--- src/rtl/distribute_1xn_cmd_flow_buf_if.sv ---
// Handshake/bus bundle for distribute_1xn_cmd_flow_buf.
// The slave modport is the distributor's view; master is the driver's view.
interface distribute_1xn_cmd_flow_buf_if #(
    parameter int DATA_WIDTH       = 32,
    parameter int NUM_DATA_OUT     = 4,
    parameter int IN_COMMAND_WIDTH = 8,
    parameter int DROP_CNT_WIDTH   = 8
);
    localparam int OUT_COMMAND_WIDTH =
        (IN_COMMAND_WIDTH - NUM_DATA_OUT > 0) ? (IN_COMMAND_WIDTH - NUM_DATA_OUT) : 1;

    // input side
    logic                                      i_en;
    logic                                      i_valid;
    logic                                      o_ready;
    logic [DATA_WIDTH-1:0]                     i_data_bus;
    logic [IN_COMMAND_WIDTH-1:0]               i_cmd;

    // output side
    logic [NUM_DATA_OUT-1:0]                   o_valid;
    logic [NUM_DATA_OUT-1:0]                   i_ready;
    logic [NUM_DATA_OUT*DATA_WIDTH-1:0]        o_data_bus;
    logic [NUM_DATA_OUT*OUT_COMMAND_WIDTH-1:0] o_cmd;

    // status
    logic [DROP_CNT_WIDTH-1:0]                 o_drop_cnt;

    modport slave (
        input  i_en, i_valid, i_data_bus, i_cmd, i_ready,
        output o_ready, o_valid, o_data_bus, o_cmd, o_drop_cnt
    );

    modport master (
        output i_en, i_valid, i_data_bus, i_cmd, i_ready,
        input  o_ready, o_valid, o_data_bus, o_cmd, o_drop_cnt
    );
endinterface

--- src/rtl/distribute_1xn_cmd_flow_buf.sv ---
// 1-to-N command-routed distributor with one FIFO per output port.
// The command MSBs form a destination mask; the remaining bits travel with
// the word as the stripped command. Multicast writes are all-or-nothing,
// and words with an empty mask are consumed and counted as drops.
module distribute_1xn_cmd_flow_buf #(
    parameter int DATA_WIDTH       = 32,
    parameter int NUM_DATA_OUT     = 4,
    parameter int IN_COMMAND_WIDTH = 8,
    parameter int FIFO_DEPTH       = 4,
    parameter int DROP_CNT_WIDTH   = 8
) (
    input  logic                              clk,
    input  logic                              rst_n,
    distribute_1xn_cmd_flow_buf_if.slave      bus
);
    localparam int DESTINATION_TAG_WIDTH = NUM_DATA_OUT;
    localparam int OUT_COMMAND_WIDTH =
        (IN_COMMAND_WIDTH - NUM_DATA_OUT > 0) ? (IN_COMMAND_WIDTH - NUM_DATA_OUT) : 1;
    localparam int ADDR_WIDTH  = $clog2(FIFO_DEPTH);
    localparam int PTR_WIDTH   = ADDR_WIDTH + 1;
    localparam int ENTRY_WIDTH = DATA_WIDTH + OUT_COMMAND_WIDTH;

    logic [DESTINATION_TAG_WIDTH-1:0] mask;
    logic [OUT_COMMAND_WIDTH-1:0]     strip_cmd;
    logic [ENTRY_WIDTH-1:0]           entry_in;

    logic [ENTRY_WIDTH-1:0] mem    [NUM_DATA_OUT][FIFO_DEPTH];
    logic [PTR_WIDTH-1:0]   wr_ptr [NUM_DATA_OUT];
    logic [PTR_WIDTH-1:0]   rd_ptr [NUM_DATA_OUT];

    logic [NUM_DATA_OUT-1:0]   full;
    logic [NUM_DATA_OUT-1:0]   empty;
    logic [NUM_DATA_OUT-1:0]   push;
    logic [NUM_DATA_OUT-1:0]   pop;
    logic                      accept;
    logic [DROP_CNT_WIDTH-1:0] drop_cnt;
    logic [ENTRY_WIDTH-1:0]    head;

    assign mask = bus.i_cmd[IN_COMMAND_WIDTH-1 -: DESTINATION_TAG_WIDTH];

    // When the mask consumes the whole command there is nothing left to
    // forward, so the stripped command is a constant zero bit.
    if (IN_COMMAND_WIDTH > NUM_DATA_OUT) begin : g_strip
        assign strip_cmd = bus.i_cmd[IN_COMMAND_WIDTH-NUM_DATA_OUT-1:0];
    end else begin : g_no_strip
        assign strip_cmd = '0;
    end

    assign entry_in = {bus.i_data_bus, strip_cmd};

    // Ready only looks at targeted FIFOs' fullness, never at downstream
    // ready, so a pop in the same cycle does not free a slot early.
    assign bus.o_ready = rst_n & bus.i_en & ~|(mask & full);
    assign accept      = bus.i_valid & bus.o_ready;

    // Per-FIFO status and push/pop strobes.
    always_comb begin
        full  = '0;
        empty = '0;
        push  = '0;
        pop   = '0;
        for (int unsigned k = 0; k < NUM_DATA_OUT; k++) begin
            empty[k] = (wr_ptr[k] == rd_ptr[k]);
            full[k]  = (wr_ptr[k][ADDR_WIDTH] != rd_ptr[k][ADDR_WIDTH]) &&
                       (wr_ptr[k][ADDR_WIDTH-1:0] == rd_ptr[k][ADDR_WIDTH-1:0]);
            push[k]  = accept & mask[k];
            pop[k]   = ~empty[k] & bus.i_ready[k];
        end
    end

    // FIFO pointers; the extra MSB separates full from empty.
    always_ff @(posedge clk or negedge rst_n) begin
        if (!rst_n) begin
            for (int unsigned k = 0; k < NUM_DATA_OUT; k++) begin
                wr_ptr[k] <= '0;
                rd_ptr[k] <= '0;
            end
        end else begin
            for (int unsigned k = 0; k < NUM_DATA_OUT; k++) begin
                if (push[k]) wr_ptr[k] <= wr_ptr[k] + 1'b1;
                if (pop[k])  rd_ptr[k] <= rd_ptr[k] + 1'b1;
            end
        end
    end

    // Entry storage; contents are don't-care while empty because the
    // outputs are forced to zero then.
    always_ff @(posedge clk) begin
        for (int unsigned k = 0; k < NUM_DATA_OUT; k++) begin
            if (push[k]) mem[k][wr_ptr[k][ADDR_WIDTH-1:0]] <= entry_in;
        end
    end

    // Saturating count of words consumed with an empty destination mask.
    always_ff @(posedge clk or negedge rst_n) begin
        if (!rst_n) begin
            drop_cnt <= '0;
        end else if (accept && (mask == '0) && (drop_cnt != '1)) begin
            drop_cnt <= drop_cnt + 1'b1;
        end
    end

    assign bus.o_drop_cnt = drop_cnt;

    // Present each FIFO head, or zeros when that FIFO is empty.
    always_comb begin
        bus.o_valid    = '0;
        bus.o_data_bus = '0;
        bus.o_cmd      = '0;
        head           = '0;
        for (int unsigned k = 0; k < NUM_DATA_OUT; k++) begin
            head = mem[k][rd_ptr[k][ADDR_WIDTH-1:0]];
            if (!empty[k]) begin
                bus.o_valid[k] = 1'b1;
                bus.o_data_bus[k*DATA_WIDTH +: DATA_WIDTH] =
                    head[ENTRY_WIDTH-1 -: DATA_WIDTH];
                bus.o_cmd[k*OUT_COMMAND_WIDTH +: OUT_COMMAND_WIDTH] =
                    head[OUT_COMMAND_WIDTH-1:0];
            end
        end
    end
endmodule

--- src/flat_wrapper.sv ---
// flat-port wrapper written by rule: the top's interface ports become plain ports
module distribute_1xn_cmd_flow_buf_flat 
#(
    parameter int DATA_WIDTH       = 32,
    parameter int NUM_DATA_OUT     = 4,
    parameter int IN_COMMAND_WIDTH = 8,
    parameter int FIFO_DEPTH       = 4,
    parameter int DROP_CNT_WIDTH   = 8
)
  (clk, rst_n, bus_i_en, bus_i_valid, bus_i_data_bus, bus_i_cmd, bus_i_ready, bus_o_ready, bus_o_valid, bus_o_data_bus, bus_o_cmd, bus_o_drop_cnt);
  distribute_1xn_cmd_flow_buf_if #(.DATA_WIDTH(DATA_WIDTH), .NUM_DATA_OUT(NUM_DATA_OUT), .IN_COMMAND_WIDTH(IN_COMMAND_WIDTH), .DROP_CNT_WIDTH(DROP_CNT_WIDTH)) bus_i ();
  input  logic clk;
  input  logic rst_n;
  input wire logic [$bits(bus_i.i_en)-1:0] bus_i_en;
  input wire logic [$bits(bus_i.i_valid)-1:0] bus_i_valid;
  input wire logic [$bits(bus_i.i_data_bus)-1:0] bus_i_data_bus;
  input wire logic [$bits(bus_i.i_cmd)-1:0] bus_i_cmd;
  input wire logic [$bits(bus_i.i_ready)-1:0] bus_i_ready;
  output wire logic [$bits(bus_i.o_ready)-1:0] bus_o_ready;
  output wire logic [$bits(bus_i.o_valid)-1:0] bus_o_valid;
  output wire logic [$bits(bus_i.o_data_bus)-1:0] bus_o_data_bus;
  output wire logic [$bits(bus_i.o_cmd)-1:0] bus_o_cmd;
  output wire logic [$bits(bus_i.o_drop_cnt)-1:0] bus_o_drop_cnt;
  assign bus_i.i_en = bus_i_en;
  assign bus_i.i_valid = bus_i_valid;
  assign bus_i.i_data_bus = bus_i_data_bus;
  assign bus_i.i_cmd = bus_i_cmd;
  assign bus_i.i_ready = bus_i_ready;
  assign bus_o_ready = bus_i.o_ready;
  assign bus_o_valid = bus_i.o_valid;
  assign bus_o_data_bus = bus_i.o_data_bus;
  assign bus_o_cmd = bus_i.o_cmd;
  assign bus_o_drop_cnt = bus_i.o_drop_cnt;
  distribute_1xn_cmd_flow_buf #(.DATA_WIDTH(DATA_WIDTH), .NUM_DATA_OUT(NUM_DATA_OUT), .IN_COMMAND_WIDTH(IN_COMMAND_WIDTH), .FIFO_DEPTH(FIFO_DEPTH), .DROP_CNT_WIDTH(DROP_CNT_WIDTH)) u_core (.clk(clk), .rst_n(rst_n), .bus(bus_i));
endmodule
--- config.mk ---
export PLATFORM = sky130hd
export DESIGN_NAME = distribute_1xn_cmd_flow_buf_flat
export DESIGN_NICKNAME = d
export VERILOG_FILES = /design/src/rtl/distribute_1xn_cmd_flow_buf_if.sv /design/src/rtl/distribute_1xn_cmd_flow_buf.sv /design/src/flat_wrapper.sv
export SDC_FILE = /design/constraint.sdc
export NUM_CORES = 1
export LEC_CHECK = 0
export CORE_UTILIZATION = 35
export DETAILED_ROUTE_END_ITERATION = 8
export GPL_ROUTABILITY_DRIVEN = 0
export PLACE_DENSITY = 0.63
export SETUP_SLACK_MARGIN = 0.3
export SLEW_MARGIN = 20
export SYNTH_ARGS = -nofsm -noshare
export SYNTH_HDL_FRONTEND = slang
export SYNTH_SLANG_ARGS = --single-unit
export TNS_END_PERCENT = 30
--- constraint.sdc ---
create_clock -name clk -period 3.2 [get_ports clk]
set_clock_uncertainty 0.2 [all_clocks]
set_input_delay 0.64 -clock clk [delete_from_list [all_inputs] [get_ports clk]]
set_output_delay 0.64 -clock clk [all_outputs]
set_load 0.02 [all_outputs]
== Yosys cells after proc, flatten, opt, wreduce, memory -nomap -nowiden ==
Memories as Yosys holds them, arrays and structs flattened.
Cells that the tools add are included.

* Add/sub/neg operators: 9
* Multipliers: 0
* Div/mod/pow operators: 0
* Order comparisons: 12
* Equal/unequal tests: 13
* Shift operators: 0
* Multiplexer cells: 40
* Bitwise gates (word level): 24
* Reduce and logical (&&, ||, !) cells: 13

{| class="wikitable"
|+ Operators by type and width
! cell !! number
|-
| $mux W144 || 4
|-
| $mux W36 || 12
|-
| $bmux W36 S2 || 4
|-
| $demux W36 S2 || 4
|-
| $mux W32 || 4
|-
| $add A3 B1 Y3 const B || 8
|-
| $ge A3 B3 Y1 const B || 8
|-
| $not A2 Y3 || 8
|-
| $mux W4 || 4
|-
| $eq A3 B3 Y1 || 4
|-
| $lt A3 B1 Y1 const B || 4
|-
| $and A1 B1 Y1 || 11
|-
| $logic_and A1 B1 Y1 || 10
|-
| $add A8 B1 Y8 const B || 1
|-
| $eq A2 B2 Y1 || 4
|-
| $mux W1 || 8
|-
| $ne A8 B8 Y1 const B || 1
|-
| $and A4 B4 Y4 || 1
|-
| $logic_not A4 Y1 || 1
|-
| $ne A1 B1 Y1 || 4
|-
| $not A1 Y1 || 4
|-
| $reduce_or A4 Y1 || 1
|-
| $logic_not A1 Y1 || 1
|}

* Register bits: 32
* Latch bits: 0
* Bits in writable memories: 576
* Bits in read-only memories: 0
* Input bits: 48
* Output and inout port bits: 157
* Word-level logic and storage cells: 121
* Memories kept: 1

{| class="wikitable"
|+ Memory list
! name !! depth !! width !! rd ports !! clocked after Yosys merged registers in !! write ports !! line !! RTL
|-
| u_core.mem || 4 || 144 || 4 || 0 || 4 || distribute_1xn_cmd_flow_buf.sv:27 || <nowiki>logic [ENTRY_WIDTH-1:0] mem [NUM_DATA_OUT][FIFO_DEPTH];</nowiki>
|}

== Longest topological paths before layout ==
Gate-level depths: netlist of the first run.

* Depth in word-level cells: 10
* Gate-level depth with buffers: 6
* Gate-level depth less buffers: 5

== Worst setup path after synthesis of the first run ==
No wires, ideal clock.

* Path type: in2reg
* Start: input port rst_n
* End: memory u_core.mem[0][0] (netlist name), enable pin
* Library setup time: 0.398 ns
* Arrival time: 2.421 ns
* Required time: 2.602 ns
* Path slack: 0.180 ns
* Stages on the path: 5
* Path buffers: 1
* Cells stage by stage: and2_1 > o41ai_1 > nor4_2 > buf_4 > and3_1

{| class="wikitable"
|+ RTL lines
! element !! line !! RTL
|-
| from (decl) || flat_wrapper.sv:13 || <nowiki>input logic rst_n;</nowiki>
|-
| to (decl) || distribute_1xn_cmd_flow_buf.sv:27 ||
|}

== Worst setup path in the final report of the first run ==
* Start: register u_core.rd_ptr[3] (netlist name)
* End: output port bus_o_data_bus[86]

* Longest elaborated chain between the ends: 5
* Elaborated cells between the ends (all ways): 6
* Classes of those cells: eq/ne: 1; mux: 4; bitwise: 1

{| class="wikitable"
|+ RTL lines
! element !! line !! RTL
|-
| from (decl) || distribute_1xn_cmd_flow_buf.sv:29 || <nowiki>logic [PTR_WIDTH-1:0] rd_ptr [NUM_DATA_OUT];</nowiki>
|-
| from (signal, indexed assignment) || distribute_1xn_cmd_flow_buf.sv:81 || <nowiki>if (pop[k]) rd_ptr[k] <= rd_ptr[k] + 1'b1;</nowiki>
|-
| $not A2 Y3 (implied by the code) || distribute_1xn_cmd_flow_buf.sv:112 || <nowiki>head = mem[k][rd_ptr[k][ADDR_WIDTH-1:0]];</nowiki>
|-
| $bmux W36 S2 || distribute_1xn_cmd_flow_buf.sv:112 ||
|-
| $mux W36 (implied by the code) (2 in a row) || distribute_1xn_cmd_flow_buf.sv:112 ||
|-
| $mux W32 (*) || distribute_1xn_cmd_flow_buf.sv:113 || <nowiki>if (!empty[k]) begin</nowiki>
|-
| to (decl) || flat_wrapper.sv:21 || <nowiki>output wire logic [$bits(bus_i.o_data_bus)-1:0] bus_o_data_bus;</nowiki>
|}

Every way passes the cells marked *; elsewhere a longest branch is shown, timed or not. The select of a mux whose other input is x is not followed.

==> results.json, run 1 <==
{
  "drv_cap": 0,
  "dieArea_um2": 68200,
  "netlist_top_cells_area": "edfxtp_1 (74%), mux4_2 (14%), and2_1 (4.1%), dfrtp_1 (3.4%), ha_1 (1.1%)",
  "grt_pass1_vias": 12200,
  "tightestPinTransition_ns": 0.794,
  "seq_area_frac_synth": 0.770,
  "insertion_delay_ns": 0.61,
  "syn_inst": 1080,
  "final-setup-viol-count": 7,
  "cp.arrival_ns": 2.40,
  "worstPathRequired_ns": 2.36,
  "place_inst": 2166,
  "clock_path_buffers": 3,
  "crit_top_cell": "buf_12",
  "drtAntennaViolNets": 0,
  "cts-root-buf": "clkbuf_16",
  "yosysMostFrequentCell": "edfxtp_1",
  "die_w_um": 261,
  "drive_above_1_share": 0.472,
  "r2r-start": "u_core.rd_ptr[6]$_DFFE_PN0P_",
  "fillers": 5427,
  "async_reset_ff_frac": 0.0526,
  "hold_viol_final": 0,
  "reg2reg_depth": 8,
  "crit_chain": "buf_12 > buf_16 > buf_12 > mux4_2 > and2_4 > buf_6",
  "firstDrtPassIters": 9,
  "die_h_um": 261,
  "critPathLaunchType": "flip-flop",
  "synth_flop_cell": "edfxtp_1",
  "ys_seq_elements": 608,
  "period_share": 1.01,
  "p_per_area_nw_per_um2": 1040,
  "ctsHoldBuffers": 0,
  "cts_sinks": 608,
  "cp_max_fo": 8,
  "finalWorstSetupSlack_ns": -0.0363,
  "max_stage_delay_ns": 0.57,
  "r2r-end": "u_core.mem[1][57]$_DFFE_PP_",
  "fin_cells": 2356,
  "min_period_ns": 3.24,
  "endpoint_kind": "output pin",
  "rrSetupSlack_ns": 0.45,
  "drc_errors": 9,
  "hold_class": "in2async",
  "pre_cts_slack_ns": -0.100,
  "path_class": "reg2out",
  "fmax_ghz": 0.309,
  "antenna_found_initial": 0,
  "diodes": 0,
  "grt_usage": 0.174,
  "initial_core_util": 0.356,
  "vias_per_cell": 4.98,
  "std_cell_rows": 94,
  "num_vias": 11700,
  "synth_edf_count": 576,
  "ys_types": 28,
  "grt_pass1_wl_mm": 84.8,
  "numCtsBuffers": 61,
  "syn_area_per_cell_um2": 21.8,
  "syn_to_final_growth_pct": 33.0,
  "relSlewSlack": 0.469,
  "crit_path_top_delay_cell": "dfrtp_4",
  "leakagePower_nw": 10.9,
  "yosys_warnings": 0,
  "grt_max_degree": 39,
  "rsz0062_at_grt": "true",
  "syn-cell-area_um2": 23500,
  "nets": 1509,
  "ios": 205,
  "synthTopCellsByCount": "edfxtp_1 (576), and2_1 (155), mux4_2 (144)",
  "violations": "design-rule violations, negative setup slack",
  "synth.largest_area_cell": "edfxtp_1",
  "htree_num_levels": 2,
  "path_clk_slew_ns": 0.06,
  "first_iter_violations": 901,
  "finalMaxSlewViolations": 0,
  "cts_tree": "yes",
  "synth.net_count": 1149,
  "core-area_um2": 66100,
  "portBuffers": 204,
  "status": "finished, violations left",
  "grt-ovfl-total": 0,
  "place_hpwl_mm": 37.4,
  "drt_wl_total_mm": 60.4,
  "ir_drop_mv": 0.821,
  "netlist.area_leader.share": 0.736,
  "wl_per_cell_um": 25.7
}
-- critical path, delay by kind of cell (launching register included) --
family	cells	cell delay [ns]
flip-flops	1	0.57
AND/OR/NAND/NOR	1	0.17
buffers and inverters	4	0.51
multiplexers	1	0.54
-- report_power, final --
part / switching [mW] / leakage [nW] / internal [mW]
clock network: 3.03 / 1.02 / 4.37
registers: 0.428 / 5.56 / 9.17
logic: 7.28 / 4.27 / 8.24
-- timing repair --
action / in CTS / in global routing
endpoints found under the setup margin: 149 / 149
pin swaps: 19 / 75
setup buffers: 21 / 38
resized for setup: 532 / 462
cloned: 8 / 8
-- final cells by class --
class	instances	area (µm²)	area share
clock buffers	69	1580	0.0505
well taps	864	1080	0.0346
flip-flops and latches	608	18100	0.580
clock inverters	46	529	0.0169
repair buffers	346	4250	0.136
multi-input cells	411	5660	0.181
inverters	12	45.0	0.00144
-- kinds of logic (layout without fill, tap and decap cells) --
family | after synthesis | after routing | synth area share
compound gates | 4 | 4 | 0.00112
xor+xnor | 33 | 33 | 0.0123
buf+inv | 61 | 473 | 0.0107
simple gates | 200 | 200 | 0.0527
fa+ha+maj | 21 | 21 | 0.0112
flops | 608 | 608 | 0.770
mux | 153 | 153 | 0.142
-- registers in the layout (all words and copies together), names as in the netlist --
name and cells:
u_core.rd_ptr 12, u_core.wr_ptr 12, u_core.mem 576, u_core.bus.o_drop_cnt 8
-- placed cells by master, fill, tap and decap left out, types with 8 or more instances in the layout --
master,n
buf_2,16
mux2_2,9
clkbuf_16,70
mux4_2,144
dfrtp_1,22
nand3_1,8
ha_1,21
buf_12,57
xnor2_1,18
and3_2,8
inv_1,12
clkdlybuf4s50_1,55
bufinv_16,10
buf_16,9
and2_4,117
and2_1,32
buf_4,60
clkinv_1,10
clkinv_2,13
buf_6,132
edfxtp_1,576
-- metal layers --
layer,up-vias,GRT usage,wire (µm)
met1,6278,0.216,23600
met4,0,0.0465,1200
met2,315,0.318,33000
met3,60,0.0243,2650
met5,-,0,0
li1,5072,-,-
-- per-stage QoR --
stage               cell area [µm²]  hold slack, ns  TNS, ns  power, mW  utilization
global route                  31300           0.260    -2.08       33.8        0.473
global placement              27500           0.273  -0.0818       22.1        0.416
CTS                           30000           0.236    -3.23       30.0        0.454
floorplan                     23500           0.144        0       16.0            -
detailed placement            27500           0.277   -0.100       22.1        0.416
finish                        31300           0.272   -0.139       32.5        0.473
-- worst max path at each step --
stage / from / endpoint / slack, ns / depth (start not counted)
finish: u_core.rd_ptr[3]$_DFFE_PN0P_ / bus_o_data_bus[86] / -0.04 / 6
global route: u_core.rd_ptr[3]$_DFFE_PN0P_ / bus_o_data_bus[86] / -0.11 / 6
CTS: u_core.rd_ptr[3]$_DFFE_PN0P_ / bus_o_cmd[9] / -0.11 / 6
detailed placement: rst_n / bus_o_ready / -0.10 / 5
global placement: rst_n / bus_o_ready / -0.08 / 5
floorplan: rst_n / u_core.mem[2][100]$_DFFE_PP_ / 0.20 / 5
(Power assumes the default switching activity.)
==> run 2, diff against run 1 <==
- CORE_MARGIN: not set -> 3
==> results.json, run 2 (synthesis results as in run 1) <==
{
  "dieArea_um2": 70300,
  "std_cell_rows": 94,
  "num_vias": 12100,
  "ios": 205,
  "met1_usage": 0.230,
  "grt_pass1_wl_mm": 91.9,
  "diodes": 0,
  "p_per_area_nw_per_um2": 1080,
  "crit_top_cell": "buf_12",
  "cts-root-buf": "clkbuf_16",
  "vias_per_cell": 5.12,
  "fillers": 5318,
  "fmax_ghz": 0.317,
  "drtAntennaViolNets": 0,
  "cp.arrival_ns": 2.32,
  "busiest_layer": "met2",
  "layout_commonest_cell": "edfxtp_1",
  "status": "finished clean",
  "path_class": "reg2out",
  "p_total_mw": 34.5,
  "met2_usage": 0.322,
  "grtUsageMet3": 0.0317,
  "endpoint_kind": "output pin",
  "worstPathRequired_ns": 2.36,
  "hold_class": "in2async",
  "reg2reg_depth": 8,
  "hold_ws_ns": 0.289,
  "antenna_found_initial": 0,
  "pre_cts_slack_ns": -0.0169,
  "numCtsBuffers": 66,
  "place_inst": 2162,
  "tightestPinTransition_ns": 0.814,
  "finalMaxSlewViolations": 0,
  "post-route-util": 0.482,
  "drv_cap": 0,
  "grt_pass1_vias": 12600,
  "drt_wl_total_mm": 64.2,
  "rrSetupSlack_ns": 0.42,
  "portBuffers": 204,
  "crit_chain": "buf_12 > buf_16 > mux4_2 > and2_4 > buf_12",
  "final_cell_mix": "edfxtp_1 (576), buf_6 (156), mux4_2 (144)",
  "grt_usage": 0.182,
  "period_share": 0.987,
  "rsz0062_at_grt": "true",
  "path_clk_slew_ns": 0.07,
  "setup_tns_ns": 0,
  "r2r-start": "u_core.rd_ptr[3]$_DFFE_PN0P_",
  "fin_area_um2": 31900,
  "drive_above_1_share": 0.482,
  "die_w_um": 265,
  "critPathLaunchType": "flip-flop",
  "firstDrtPassIters": 6,
  "cp_max_fo": 7,
  "min_period_ns": 3.16,
  "ir_drop_mv": 0.980,
  "ctsHoldBuffers": 0,
  "relSlewSlack": 0.456,
  "clock_path_buffers": 3,
  "r2r-end": "u_core.mem[1][89]$_DFFE_PP_",
  "cts_tree": "yes",
  "leakagePower_nw": 11.1,
  "final-setup-viol-count": 0,
  "finalWorstSetupSlack_ns": 0.0411,
  "max_stage_delay_ns": 0.58,
  "core-area_um2": 66100,
  "crit_path_top_delay_cell": "dfrtp_4",
  "insertion_delay_ns": 0.59,
  "hold_viol_final": 0,
  "largest_reg_flops": 576,
  "wl_per_cell_um": 27.2,
  "nets": 1510,
  "syn_to_final_growth_pct": 35.5,
  "place_area_um2": 27500,
  "die_h_um": 265,
  "first_iter_violations": 1049,
  "fin_cells": 2358,
  "place_hpwl_mm": 38.6,
  "drc_errors": 0,
  "grt-ovfl-total": 0,
  "grt_max_degree": 39,
  "cts_sinks": 608,
  "initial_core_util": 0.356,
  "htree_num_levels": 3
}
[run 2: changes by cell type in the layout (fill, tap and decap cells not counted), sizes merged]
cell | previous run | this run
clkinv | 29 | 28
inv | 14 | 17
bufinv | 10 | 6
clkbuf | 80 | 88
clkinvlp | 5 | 3
clkdlybuf4s15 | 2 | 0
[run 2: routing by layer]
| metal | up-vias | wire length [µm] | share of wire |
|---|---|---|---|
| met4 | 0 | 1380 | 0.021 |
| met3 | 70 | 3370 | 0.053 |
| met1 | 6489 | 25000 | 0.39 |
| li1 | 5076 | - | - |
| met5 | - | 0 | 0 |
| met2 | 437 | 34400 | 0.54 |
[run 2: layout make-up]
| cell class | instances | area [µm²] | area share |
|---|---|---|---|
| Multi-Input combinational cell | 411 | 5740 | 0.180 |
| Sequential cell | 608 | 18100 | 0.569 |
| Clock inverter | 42 | 415 | 0.0130 |
| Clock buffer | 79 | 1760 | 0.0554 |
| Timing Repair Buffer | 342 | 4690 | 0.147 |
| Tap cell | 864 | 1080 | 0.0339 |
| Inverter | 12 | 45.0 | 0.00141 |
[run 2: worst max-delay path, delay by kind of cell (launching register included)]
family                 cells  cell delay, ns
DFF                        1            0.58
and+or+nand+nor            1            0.18
buffers and inverters      3            0.40
muxes                      1            0.57
[run 2: power by group]
group          total (mW)  internal [mW]  switching (mW)  leakage [nW]
logic                17.4           9.41            7.99          4.50
registers            9.54           9.17           0.370          5.56
clock network        7.55           4.47            3.08          1.06
total                34.5           23.0            11.4          11.1
[run 2: timing repair]
item	4_1_cts	5_1_grt
resized for setup	805	283
pin swaps	57	96
cloned	19	8
endpoints found under the setup margin	149	365
buffers inserted	31	17
[run 2: how the worst max path moves through the flow]
stage | endpoint | startpoint | slack [ns]
3_5_place_dp | bus_o_ready | rst_n | -0.02
6_report | bus_o_data_bus[57] | u_core.rd_ptr[6]$_DFFE_PN0P_ | 0.04
3_3_place_gp | bus_o_ready | rst_n | 0.01
4_1_cts | bus_o_cmd[6] | u_core.rd_ptr[6]$_DFFE_PN0P_ | -0.002
5_1_grt | bus_o_data_bus[57] | u_core.rd_ptr[6]$_DFFE_PN0P_ | -0.03
2_1_floorplan | u_core.mem[2][100]$_DFFE_PP_ | rst_n | 0.20
==> run 3, diff against run 2 <==
- CORE_UTILIZATION: 35 -> 57
- PLACE_DENSITY: 0.63 -> 0.89
==> results.json, run 3 (synthesis results as in run 1) <==
{
  "dieArea_um2": 43700,
  "hold_ws_ns": 0.297,
  "status": "finished, violations left",
  "path_clk_slew_ns": 0.07,
  "critPathLaunchType": "flip-flop",
  "die_h_um": 209,
  "die_w_um": 209,
  "cts_sinks": 608,
  "finalWorstSetupSlack_ns": -0.0385,
  "regArea_um2": 18100,
  "cp_max_fo": 8,
  "hold_class": "reg2reg",
  "cts_tree": "yes",
  "cp.arrival_ns": 2.40,
  "firstDrtPassIters": 5,
  "cts-root-buf": "clkbuf_16",
  "grt_pass1_wl_mm": 94.2,
  "p_total_mw": 33.2,
  "ios": 205,
  "std_cell_rows": 73,
  "leakagePower_nw": 10.8,
  "path_class": "reg2out",
  "grt-ovfl-total": 0,
  "violations": "negative setup slack",
  "worstPathRequired_ns": 2.36,
  "grt_max_degree": 40,
  "syn_to_final_growth_pct": 30.6,
  "fin_area_um2": 30700,
  "multi_input_area_um2": 5720,
  "drive_above_1_share": 0.477,
  "post-route-util": 0.762,
  "place_area_um2": 27000,
  "final-setup-viol-count": 29,
  "pre_cts_slack_ns": 0.0165,
  "hold_viol_final": 0,
  "final_cell_mix": "edfxtp_1 (576), buf_6 (159), mux4_2 (144)",
  "vias_per_cell": 6.63,
  "largest_reg_flops": 576,
  "portBuffers": 204,
  "drv_cap": 0,
  "rsz0062_at_grt": "true",
  "numCtsBuffers": 57,
  "grt_pass1_vias": 13300,
  "tightestPinTransition_ns": 0.961,
  "period_share": 1.01,
  "relSlewSlack": 0.357,
  "fillers": 1915,
  "layout_commonest_cell": "edfxtp_1",
  "min_period_ns": 3.24,
  "drt_wl_total_mm": 72.2,
  "wl_per_cell_um": 36.1,
  "nets": 1493,
  "core-area_um2": 40300,
  "clock_path_buffers": 3,
  "place_hpwl_mm": 35.8,
  "p_per_area_nw_per_um2": 1080,
  "antenna_found_initial": 0,
  "insertion_delay_ns": 0.63,
  "initial_core_util": 0.584,
  "fmax_ghz": 0.309,
  "num_vias": 13200,
  "htree_num_levels": 2,
  "diodes": 0,
  "drtAntennaViolNets": 0,
  "ir_drop_mv": 1.08,
  "finalMaxSlewViolations": 0,
  "endpoint_kind": "output pin",
  "drc_errors": 0,
  "grt_usage": 0.300,
  "first_iter_violations": 1753
}
run 3: cell count changes in the layout (fill, tap and decap cells not counted), sizes merged:
cell and change:
buf -12, bufbuf +1, bufinv -3, clkbuf -10
clkinv +1, clkinvlp +2, inv -2
run 3: per-stage QoR:
stage | TNS [ns] | cells
after floorplan | 0 | 1080
after global placement | 0 | 1823
after detailed placement | 0 | 1823
after CTS | -0.0498 | 1972
after global routing | -1.54 | 1996
final | -0.413 | 1996
run 3: path summary, 6_finish.rpt:
kind                                                    start                           end  slack (ns)  cells past startpoint
worst max-delay path            u_core.rd_ptr[11]$_DFFE_PN0P_            bus_o_data_bus[14]       -0.04                      5
min in group asynchronous                               rst_n  u_core.rd_ptr[2]$_DFFE_PN0P_        0.33                      2
worst min-delay path             u_core.rd_ptr[5]$_DFFE_PN0P_  u_core.rd_ptr[5]$_DFFE_PN0P_        0.30                      1
worst min register to register   u_core.rd_ptr[5]$_DFFE_PN0P_  u_core.rd_ptr[5]$_DFFE_PN0P_        0.30                      1
max in group asynchronous                               rst_n  u_core.rd_ptr[3]$_DFFE_PN0P_        2.09                      2
worst max register to register  u_core.rd_ptr[11]$_DFFE_PN0P_  u_core.mem[1][101]$_DFFE_PP_        0.21                      7
run 3: layout make-up:
class / instances / area share
Timing Repair Buffer: 334 / 0.143
Clock inverter: 40 / 0.0106
Multi-Input combinational cell: 411 / 0.186
Clock buffer: 66 / 0.0476
Tap cell: 525 / 0.0214
Inverter: 12 / 0.00147
Sequential cell: 608 / 0.590
run 3: critical path, cell delays in order, from the launching register on:
cell,delay (ns)
dfrtp_1,0.45
xnor2_2,0.57
nand2_8,0.22
clkbuf_16,0.23
and2_4,0.17
buf_6,0.12
run 3: repair_timing:
item / CTS / global route
pin swaps: 24 / 93
hold buffers: 0 / 0
setup buffers: 36 / 11
gates cloned: 7 / 13
endpoints found under the setup margin: 149 / 270
gates resized for setup: 703 / 399
run 3: metal layers:
metal	wire length (µm)	track usage	vias up
li1	-	-	5033
met1	23800	0.371	6889
met5	0	0	-
met2	38200	0.538	1100
met3	6600	0.0435	204
met4	3540	0.121	0
run 3: power by group:
| part | switching, mW | internal, mW | leakage, nW |
|---|---|---|---|
| combinational | 8.06 | 8.88 | 4.35 |
| sequential | 0.424 | 9.17 | 5.56 |
| clock | 3.09 | 3.55 | 0.873 |
| total | 11.6 | 21.6 | 10.8 |
